## config.mk

```make
export PLATFORM = sky130hd
export DESIGN_NAME = spi_csr_bridge
export DESIGN_NICKNAME = d
export VERILOG_FILES = /design/src/rtl/spi_csr_pkg.sv /design/src/rtl/spi_sync_edge.sv /design/src/rtl/spi_csr_bridge.sv
export SDC_FILE = /design/constraint.sdc
export NUM_CORES = 1
export LEC_CHECK = 0
export CORE_UTILIZATION = 48
export CTS_CLUSTER_DIAMETER = 100
export CTS_CLUSTER_SIZE = 14
export DETAILED_ROUTE_END_ITERATION = 16
export PLACE_DENSITY_LB_ADDON = 0.2
export SLEW_MARGIN = 40
export SYNTH_ARGS = -nofsm -noshare
export SYNTH_HDL_FRONTEND = slang
export SYNTH_SLANG_ARGS = --single-unit
```

## constraint.sdc

```tcl
create_clock -name clk_i -period 1.6 [get_ports clk_i]
set_clock_uncertainty 0.05 [all_clocks]
set_input_delay 0.32 -clock clk_i [delete_from_list [all_inputs] [get_ports clk_i]]
set_output_delay 0.32 -clock clk_i [all_outputs]
set_load 0.05 [all_outputs]
```

## src/rtl/spi_csr_pkg.sv

```systemverilog
// Shared types and constants for the SPI-to-CSR bridge.
package spi_csr_pkg;

  localparam int BYTE_BITS  = 8;
  localparam int CMD_RW_BIT = 7;
  localparam int BIT_CNT_W  = $clog2(BYTE_BITS);

  typedef enum logic [2:0] {
    IDLE,
    CMD,
    ISSUE_RD,
    DATA,
    ISSUE_WR,
    DONE
  } state_t;

endpackage

```

## src/rtl/spi_sync_edge.sv

```systemverilog
// Two-flop synchroniser for an asynchronous pad signal, followed by a
// one-cycle rise/fall pulse detector in the clk_i domain.
module spi_sync_edge #(
  parameter logic RESET_VAL = 1'b0
) (
  input  logic clk_i,
  input  logic rst_i,
  input  logic async_i,
  output logic rise_o,
  output logic fall_o
);

  logic meta;
  logic sync;
  logic prev;

  // Synchronise the pad and keep one delayed copy for edge detection.
  always_ff @(posedge clk_i) begin
    if (rst_i) begin
      meta <= RESET_VAL;
      sync <= RESET_VAL;
      prev <= RESET_VAL;
    end else begin
      // NOTE: non-blocking so each flop takes its neighbour's pre-edge value;
      // blocking assignments would collapse the chain into a single flop.
      meta <= async_i;
      sync <= meta;
      prev <= sync;
    end
  end

  assign rise_o = sync & ~prev;
  assign fall_o = ~sync & prev;

endmodule

```

## src/rtl/spi_csr_bridge.sv

```systemverilog
// SPI mode-0 slave that decodes {rw, addr} + data frames and drives held
// read/write strobes on the CSR register-map port.
// Optional feature macro: SPI_BURST_EN (auto-incrementing multi-byte frames).
module spi_csr_bridge
  import spi_csr_pkg::*;
#(
  parameter int ADDR_WIDTH    = 7,
  parameter int DATA_WIDTH    = 8,
  parameter int STROBE_CYCLES = 3
) (
  input  logic                  clk_i,
  input  logic                  rst_i,
  input  logic                  sck_i,
  input  logic                  csn_i,
  input  logic                  mosi_i,
  output logic                  miso_o,
  output logic                  miso_oe_o,
  output logic [ADDR_WIDTH-1:0] addr_o,
  output logic [DATA_WIDTH-1:0] write_data_o,
  output logic                  write_en_o,
  output logic                  read_en_o,
  input  logic [DATA_WIDTH-1:0] read_data_i,
  output logic                  busy_o,
  output logic                  frame_err_o
);

  localparam int                   CNT_W       = $clog2(STROBE_CYCLES);
  localparam logic [CNT_W-1:0]     STROBE_LAST = CNT_W'(STROBE_CYCLES - 1);
  localparam logic [BIT_CNT_W-1:0] BIT_LAST    = BIT_CNT_W'(BYTE_BITS - 1);

  logic sck_rise;
  logic sck_fall;
  logic csn_rise;
  logic csn_fall;
  logic mosi_meta;
  logic mosi_s;
  logic selected;

  state_t                state;
  logic [BIT_CNT_W-1:0]  bit_cnt;
  logic [DATA_WIDTH-2:0] rx_sr;
  logic [DATA_WIDTH-1:0] rx_next;
  logic [DATA_WIDTH-1:0] tx_sr;
  logic                  is_read;
  logic [CNT_W-1:0]      strobe_cnt;
`ifdef SPI_BURST_EN
  logic                  byte_done;
`endif

  spi_sync_edge #(.RESET_VAL(1'b0)) u_sck_sync (
    .clk_i   (clk_i),
    .rst_i   (rst_i),
    .async_i (sck_i),
    .rise_o  (sck_rise),
    .fall_o  (sck_fall)
  );

  spi_sync_edge #(.RESET_VAL(1'b1)) u_csn_sync (
    .clk_i   (clk_i),
    .rst_i   (rst_i),
    .async_i (csn_i),
    .rise_o  (csn_rise),
    .fall_o  (csn_fall)
  );

  // Two-flop synchroniser for MOSI; same depth as sck so data lines up with the edge pulse.
  always_ff @(posedge clk_i) begin
    if (rst_i) begin
      mosi_meta <= 1'b0;
      mosi_s    <= 1'b0;
    end else begin
      mosi_meta <= mosi_i;
      mosi_s    <= mosi_meta;
    end
  end

  // miso_oe_o doubles as the registered "chip selected" flag; this is its next value.
  assign selected = csn_fall | (miso_oe_o & ~csn_rise);
  assign rx_next  = {rx_sr, mosi_s};

  // Frame FSM with all CSR-side outputs registered.
  always_ff @(posedge clk_i) begin
    if (rst_i) begin
      state        <= IDLE;
      bit_cnt      <= '0;
      rx_sr        <= '0;
      tx_sr        <= '0;
      is_read      <= 1'b0;
      strobe_cnt   <= '0;
      miso_o       <= 1'b0;
      miso_oe_o    <= 1'b0;
      addr_o       <= '0;
      write_data_o <= '0;
      write_en_o   <= 1'b0;
      read_en_o    <= 1'b0;
      busy_o       <= 1'b0;
      frame_err_o  <= 1'b0;
`ifdef SPI_BURST_EN
      byte_done    <= 1'b0;
`endif
    end else begin
      frame_err_o <= 1'b0;
      miso_oe_o   <= selected;

      // Shift out on every falling sck while selected; tx_sr is zero unless loaded by a read.
      if (sck_fall && selected) begin
        miso_o <= tx_sr[DATA_WIDTH-1];
        tx_sr  <= {tx_sr[DATA_WIDTH-2:0], 1'b0};
      end

      case (state)
        IDLE: begin
          if (csn_fall) begin
            state   <= CMD;
            bit_cnt <= '0;
            tx_sr   <= '0;
            miso_o  <= 1'b0;
`ifdef SPI_BURST_EN
            byte_done <= 1'b0;
`endif
          end
        end

        CMD: begin
          if (!selected) begin
            frame_err_o <= 1'b1;
            state       <= IDLE;
          end else if (sck_rise) begin
            rx_sr   <= rx_next[DATA_WIDTH-2:0];
            bit_cnt <= bit_cnt + 1'b1;
            if (bit_cnt == BIT_LAST) begin
              addr_o  <= rx_next[ADDR_WIDTH-1:0];
              is_read <= rx_next[CMD_RW_BIT];
              if (rx_next[CMD_RW_BIT]) begin
                read_en_o  <= 1'b1;
                busy_o     <= 1'b1;
                strobe_cnt <= '0;
                state      <= ISSUE_RD;
              end else begin
                state <= DATA;
              end
            end
          end
        end

        ISSUE_RD: begin
          strobe_cnt <= strobe_cnt + 1'b1;
          if (strobe_cnt == STROBE_LAST) begin
            read_en_o <= 1'b0;
            busy_o    <= 1'b0;
            tx_sr     <= read_data_i;
            state     <= selected ? DATA : IDLE;
          end
        end

        DATA: begin
          if (!selected) begin
`ifdef SPI_BURST_EN
            // Deselecting on a byte boundary after at least one data byte ends a burst cleanly.
            frame_err_o <= !(byte_done && bit_cnt == '0);
`else
            frame_err_o <= 1'b1;
`endif
            state <= IDLE;
          end else if (sck_rise) begin
            rx_sr   <= rx_next[DATA_WIDTH-2:0];
            bit_cnt <= bit_cnt + 1'b1;
            if (bit_cnt == BIT_LAST) begin
`ifdef SPI_BURST_EN
              byte_done <= 1'b1;
`endif
              if (is_read) begin
`ifdef SPI_BURST_EN
                addr_o     <= addr_o + ADDR_WIDTH'(1);
                read_en_o  <= 1'b1;
                busy_o     <= 1'b1;
                strobe_cnt <= '0;
                state      <= ISSUE_RD;
`else
                state <= DONE;
`endif
              end else begin
                write_data_o <= rx_next;
                write_en_o   <= 1'b1;
                busy_o       <= 1'b1;
                strobe_cnt   <= '0;
                state        <= ISSUE_WR;
              end
            end
          end
        end

        ISSUE_WR: begin
          strobe_cnt <= strobe_cnt + 1'b1;
          if (strobe_cnt == STROBE_LAST) begin
            write_en_o <= 1'b0;
            busy_o     <= 1'b0;
            if (!selected) begin
              state <= IDLE;
            end else begin
`ifdef SPI_BURST_EN
              addr_o <= addr_o + ADDR_WIDTH'(1);
              state  <= DATA;
`else
              state <= DONE;
`endif
            end
          end
        end

        DONE: begin
          if (!selected) state <= IDLE;
        end

        default: state <= IDLE;
      endcase
    end
  end

endmodule

```

# Word level (Yosys, flattened, before mapping)
# Index checks and enable logic that the tools add are counted.
# word_totals
register_bits	53
inputBits	13
output_inout_bits	21
wordCells	129
# op_classes
n_addsub	2
eq_ne	26
mux	48
n_bitwise	13
n_reduce_logical	18
# op_table
op	count
$mux W3	14
$mux W8	3
$ne A2 B2 Y1 const B	12
$mux W2	9
$pmux W3 S6	1
$pmux W8 S2	1
$mux W1	15
$ne A3 B3 Y1 const B	4
$reduce_and A6 Y1	2
$reduce_and A10 Y1	1
$eq A3 B3 Y1 const B	3
$reduce_and A9 Y1	1
$reduce_and A4 Y1	2
$reduce_and A8 Y1	1
$not A1 Y1	7
$eq A3 B2 Y1 const B	2
$ne A2 B1 Y1 const B	3
$pmux W2 S3	1
$pmux W3 S2	1
$reduce_bool A2 Y1	3
$reduce_or A2 Y1	3
$and A1 B1 Y1	5
$reduce_and A5 Y1	1
$pmux W1 S2	2
other kinds (10)	10

# Depth between registers and ports, before layout
# Gate-level depths: netlist of the first run.
# depth
ltp_word	9
ltp_mapped	7
mapped_depth_nobuf	6

# Modules after synthesis
# Synthesis of the first run repeated with hierarchy kept, for this count alone.
# unflattened
hier_cells	214
hier_area_um2	2168.3
# modules_own_cells
module	instances	cells_per_inst	area_per_inst_um2	seq_area_each_um2
spi_csr_bridge	1	198	1984.4	940.9
spi_sync_edge (u_csn_sync)	1	8	92.6	60.1
spi_sync_edge (u_sck_sync)	1	8	91.3	60.1

# Least setup slack after synthesis of the first run
# Ideal clock, no wire load.
# synth_path
kind	flip-flop to flip-flop
start	reg miso_oe_o
end	reg addr_o[0]
setup_time_ns	0.132
arrival_time_ns	1.821
required_time_ns	1.418
path_slack_ns	-0.403
path_stages_with_launch	6
path_buffers	1
synth_period_minus_slack_ns	2.003
path_cell_list	dfxtp_1 > a21boi_1 > or4_1 > clkbuf_1 > o21ai_1 > a21oi_1
# synth_between
elab_chain_len	3
# synth_rtl
item	line_no	source
start, declared	spi_csr_bridge.sv:17	output logic miso_oe_o,
start signal, assigned	spi_csr_bridge.sv:103	miso_oe_o <= selected;
$and A1 B1 Y1	spi_csr_bridge.sv:78	assign selected = csn_fall | (miso_oe_o & ~csn_rise);
$or A1 B1 Y1	spi_csr_bridge.sv:78	
$reduce_and A4 Y1 (no line)	--	
end signal, assigned	spi_csr_bridge.sv:132	addr_o <= rx_next[ADDR_WIDTH-1:0];
end, declared	spi_csr_bridge.sv:18	output logic [ADDR_WIDTH-1:0] addr_o,
# No other way between the ends.
# A chain may end at the register's enable or synchronous reset.

# Final worst setup path of the first run
# layout_path
start	reg bit_cnt[0]
end	reg addr_o[0]
# layout_between
elab_chain_len	2
# layout_rtl
item	line_no	source
start, declared	spi_csr_bridge.sv:40	logic [BIT_CNT_W-1:0] bit_cnt;
start signal, assigned	spi_csr_bridge.sv:130	bit_cnt <= bit_cnt + 1'b1;
start signal, assigned	spi_csr_bridge.sv:167	bit_cnt <= bit_cnt + 1'b1;
$eq A3 B3 Y1	spi_csr_bridge.sv:131	if (bit_cnt == BIT_LAST) begin
$reduce_and A4 Y1 (no line)	--	
# No other way between the ends.

==> reports/results.txt, run 1 <==
Ports - 34
multi-input logic area - 1130 um2
worst hold path class - register to register
TritonCTS clock tree - done
Yosys top cell by area - dfxtp_1
most common cell in the netlist - dfxtp_1
failing checks - setup timing
Tot Pwr - 2.26 mW
FMAX - 624 MHz
Critical Path End Type - register
First DRT Iteration DRCs - 102
EDFF count, synth - 0
period utilization - 100%
via count - 1894
largest family of logic cells by synthesized area - simple AND/OR/NAND/NOR gates
fin area - 3210 um2
P_leak - 1.20 nW
dominant cells by area after synthesis - dfxtp_1 48%, mux2i_1 8.5%, a21oi_1 4.3%, nor2_1 3.7%, nor2b_1 2.8%
pwr/cell area - 702 nW/um2
CP arrival - 1800 ps
Placed Cells - 343
type of the worst setup path - register to register
Antenna Diode Count - 0
die height - 70.1 um
setup slack after layout - -3.85 ps
Slew HR - 79.4%
Synth async-reset ratio - 0%
setup TNS - -3.85 ps
VDD IR max - 0.000542 V
initial core utilization - 50.4%
Die Wd - 70.1 um
total routed wirelength - 4890 um
r2r endpoint - addr_o[0]
Hold WS - 367 ps
Synth Area in XOR/XNOR - 0.787%
worst skew pair latency - 310 ps
synthesized-area fraction occupied by adder cells - 1.69%
fin cells - 351
mux cell area share after synthesis - 8.55%
global-route wire length before repair - 8360 um
# DRC - 0
gr usage total - 21.2%
Via density - 5.40
initial antenna violation count - 0
Hold EP - u_csn_sync.sync
GP Congestion - 0.875
Yosys top cell area share - 47.7%
MaxCap Viol Count - 0
synth unique cells - 44
Layout fillers - 325
crit path launch type - register
Die ar. - 4910 um2
pre-CTS WS - -120 ps
reg-to-reg critical path startpoint - bit_cnt[0]
Compound-Gate Fraction of Synth Area - 17.6%
Post-Synth Simple-Gate Area - 18.9%
Worst Max-Slew Pin Slew - 302 ps
Final Util - 72.8%
Synthesized Nets - 255
Clock Root Buffer - clkbuf_8
post-route ant nets - 0
Register Area - 1080 um2
largest net degree at the start of global routing - 16
nets - 315
WL per Instance - 13.9 um
# clock sinks - 53
Worst Reg-to-Reg Cells - 8
DP HPWL - 3570 um
Hold Path Stages - 1
sequential fraction of the synthesis area - 47.7%
Synth Cell Area - 2220 um2
Clock Pin Slew Worst Setup and Hold Paths - 90 ps
min-delay src - u_csn_sync.meta
critical path's slowest cell - dfxtp_2
r2r setup slk - -4 ps
drt pass-1 iters - 4
Synth warnings - 0
Data required, critical path - 1800 ps
CTS Hold Buffers Added - 0
CTS Buf Count - 5
status - finished with violations
GR Overflow Total - 0
Row Count - 24
Post-DP Area - 3060 um2
cells after synthesis - 239
crit-path max FO - 5
Post-synth top flop - dfxtp_1
vias in the first global route - 1798
port buffer count - 33
post-synthesis register bit count - 53
CP max stage delay - 360 ps
Fin. Hold Viols - 0
layout cells sized above 1 - 30.4%
H-tree levels - 2
Commonest cells post-synth - 53 x dfxtp_1, 22 x nor2_1, 19 x a21oi_1, 19 x mux2i_1, 12 x o21ai_1
crit path time final - 1600 ps
area grow syn2layout - 44.4%
Max Slew Vio Count - 0
CTS max path bufs - 2
final setup vio count - 1
average instance area after synthesis - 9.31 um2
RSZ-0062 raised after global routing - yes
Cell Chain, Critical Path - ha_4 > ha_4 > nand3b_1 > buf_4 > nor4_4 > buf_4 > nand3_1 > a21oi_1
CORE AREA - 4410 um2
-- per-layer routing --
layer	GRT usage [%]	routed length, um	vias up
li1	-	-	966
met1	29.2	2270	866
met2	32.8	2320	55
met3	4.47	223	7
met5	0	0	-
met4	7.56	76	0
-- state kept, by name, summed over array words and instances (netlist names), 2 cells and up --
register / cells
addr_o: 7
write_data_o: 8
rx_sr: 7
bit_cnt: 3
strobe_cnt: 2
state: 3
tx_sr: 8
-- layout by cell type, fill, tap and decap left out, types with 2 or more instances in the layout --
cell,Yosys,layout
nand2_1,10,9
xnor2_1,2,2
clkdlybuf4s50_1,0,12
or3_1,2,2
or2_2,3,3
mux2i_1,19,19
a31oi_1,6,6
dfxtp_4,0,3
a21oi_1,19,19
a211o_1,5,5
nor3_1,5,5
buf_4,0,32
inv_1,8,8
a21boi_1,2,2
nor2b_1,10,10
dfxtp_2,0,4
dfxtp_1,53,46
nand4_1,3,3
o21ai_0,8,8
ha_4,0,2
buf_12,0,22
nand3_1,9,8
clkbuf_8,0,6
o21ai_1,12,10
o21ai_2,0,2
nor2_1,22,22
-- cell type report --
cell class	count	share of cell area [%]
repair buffers	67	25.3
well taps	52	2.03
clock inverters	1	0.195
multi-input cells	163	35.3
inverters	9	1.05
flip-flops and latches	53	33.5
clock buffers	6	2.57
-- worst max path at each step --
stage               startpoint        end  depth (start not counted)
floorplan            miso_oe_o  addr_o[0]                          5
global placement    bit_cnt[0]  addr_o[2]                          6
detailed placement  bit_cnt[0]    is_read                          6
CTS                 bit_cnt[0]    is_read                          6
global route        bit_cnt[0]    is_read                          8
finish              bit_cnt[0]  addr_o[0]                          8
-- worst max-delay path: cells and delay by family, from the launching register on --
| family | cells | cell delay (ps) |
|---|---|---|
| buffers and inverters | 2 | 360 |
| adders and majority gates | 2 | 260 |
| AOI/OAI and AO/OA | 1 | 130 |
| and+or+nand+nor | 3 | 390 |
| DFF | 1 | 360 |
-- power breakdown --
group / internal, mW / switching, mW / total, mW
registers: 1.33 / 0.0115 / 1.34
clock network: 0.344 / 0.421 / 0.765
logic: 0.0863 / 0.0660 / 0.152
total: 1.76 / 0.499 / 2.26
-- kinds of logic after synthesis --
kind of cell | after synthesis
AND/OR/NAND/NOR | 77
AO/OA/AOI/OAI | 62
flip-flops | 53
buffers and inverters | 23
multiplexers | 19
adder cells (fa/ha/maj) | 3
XOR/XNOR | 2
-- timing repair --
action | CTS | global route
setup buffers | 0 | 1
gates resized for setup | 4 | 13
setup endpoints to repair | 20 | 37
pin swaps | 1 | 5
No activity file was read; power rests on OpenSTA's default activity.
==> run 2, diff against run 1 <==
Settings changed: PLACE_DENSITY set to 0.8, PLACE_DENSITY_LB_ADDON 0.2 to not set.
==> run 2 against run 1 <==
  * Sequential share of layout area decreased by 1.1 points
  * Critical path type unchanged
  * Wire length increased by 17%
  * Critical endpoint is now write_data_o[6]
  * Register-to-register slack got worse by 80 ps
  * Sequential power about the same
  * Die area unchanged
  * Sequential cell count unchanged
  * The flow still finishes with violations (setup timing)
==> reports/results.txt, run 2 (same netlist as run 1, synthesis figures left out) <==
commonest non-fill, non-tap cell in the layout - dfxtp_1
DP HPWL - 3770 um
crit path launch type - register
P_leak - 1.22 nW
Layout fillers - 303
crit path time final - 1680 ps
Max Slew Vio Count - 0
CTS Buf Count - 5
worst hold path class - register to register
# DRC - 0
Register Area - 1070 um2
GR Overflow Total - 0
setup TNS - -517 ps
H-tree levels - 2
total routed wirelength - 5720 um
CTS max path bufs - 2
type of the worst setup path - register to register
Tot Pwr - 2.41 mW
gr usage total - 23.2%
crit path from - bit_cnt[0]
min-delay src - u_csn_sync.meta
worst skew pair latency - 320 ps
die height - 70.1 um
reg-to-reg critical path startpoint - bit_cnt[0]
period utilization - 105%
Antenna Diode Count - 0
crit-path most repeated cell - ha_4
Hold Path Stages - 1
Fin. Hold Viols - 0
VDD IR max - 0.000532 V
CORE AREA - 4410 um2
GP Congestion - 0.939
Die Wd - 70.1 um
most frequent cells in the layout - 46 x dfxtp_1, 31 x buf_4, 22 x nor2_1, 22 x buf_12, 19 x mux2i_1
First DRT Iteration DRCs - 112
multi-input logic area - 1180 um2
Clock Pin Slew Worst Setup and Hold Paths - 100 ps
FMAX - 594 MHz
setup slack after layout - -84.5 ps
drt pass-1 iters - 4
TritonCTS clock tree - done
port buffer count - 33
largest net degree at the start of global routing - 24
nets - 316
global-route wire length before repair - 8910 um
Clock Root Buffer - clkbuf_8
initial antenna violation count - 0
Die ar. - 4910 um2
Worst Reg-to-Reg Cells - 7
CP arrival - 1850 ps
largest registers - tx_sr x8, write_data_o x8
CTS Hold Buffers Added - 0
via count - 1963
pwr/cell area - 732 nW/um2
area grow syn2layout - 48.4%
layout cells sized above 1 - 33.9%
CP max stage delay - 360 ps
Slew HR - 77.2%
# clock sinks - 53
Data required, critical path - 1760 ps
Worst path depth - 7
family with the most delay on the worst path - simple AND/OR/NAND/NOR gates
failing checks - setup timing
vias in the first global route - 1854
WP buf/inv - 1
MaxCap Viol Count - 0
Row Count - 24
crit-path max FO - 4
status - finished with violations
Cell Chain, Critical Path - ha_4 > ha_4 > and3b_2 > nand4_1 > clkbuf_16 > mux2i_1 > nor2_1
WL per Instance - 16.2 um
Critical Path End Type - register
RSZ-0062 raised after global routing - yes
final setup vio count - 14
initial core utilization - 50.4%
Final Util - 74.8%
post-route ant nets - 0
Via density - 5.56
Worst Max-Slew Pin Slew - 341 ps
Ports - 34
critical path's slowest cell - dfxtp_2
==> run 2: changes by cell type in the layout (fill, tap and decap cells not counted), sizes merged <==
cell	previous run	this run
bufinv	0	1
clkinv	0	1
==> run 2: area by class of cell <==
type,count,share of cell area [%]
Tap cell,52,1.97
Clock inverter,3,1.33
Multi-Input combinational cell,163,35.6
Timing Repair Buffer,68,25.5
Clock buffer,5,2.08
Inverter,9,1.02
Sequential cell,53,32.5
==> run 2: timing repair <==
action / CTS / global route
endpoints found under the hold margin: 0 / 0
gates cloned: 0 / 1
pin swaps: 3 / 9
setup endpoints to repair: 21 / 38
buffers inserted: 3 / 3
gates resized for setup: 10 / 20
==> run 2: worst register-to-register path, cell delays in order, from the launching register on <==
cell,delay [ps]
dfxtp_2,360
ha_4,140
ha_4,120
and3b_2,210
nand4_1,230
clkbuf_16,250
mux2i_1,170
nor2_1,70
==> run 2: worst paths after layout <==
check,slack (ps),endpoint
min reg2reg,350,u_csn_sync.sync
min,350,u_csn_sync.sync
max reg2reg,-80,write_data_o[6]
max,-80,write_data_o[6]
==> run 2: power breakdown <==
group / internal [mW] / switching, mW / leakage [nW]
Clock: 0.469 / 0.457 / 0.0585
Sequential: 1.33 / 0.0125 / 0.430
Combinational: 0.0758 / 0.0710 / 0.735
Total: 1.87 / 0.541 / 1.22
==> run 2: stage by stage <==
stage	hold WS, ps	cell area (um2)	setup WS (ps)	cells
after floorplan	339	2280	-47.2	239
after global placement	342	3010	-43.6	338
after detailed placement	344	3010	-124	338
after CTS	353	3170	-5.84	349
after global routing	357	3300	-182	353
final	351	3300	-84.5	353
==> run 2: per-layer routing <==
layer	global-route usage [%]	share of wire, %	vias up
met4	9.78	1.6	0
met2	39.9	51	58
met3	5.19	4.0	11
met5	0	0	-
li1	-	-	964
met1	27.8	43	930
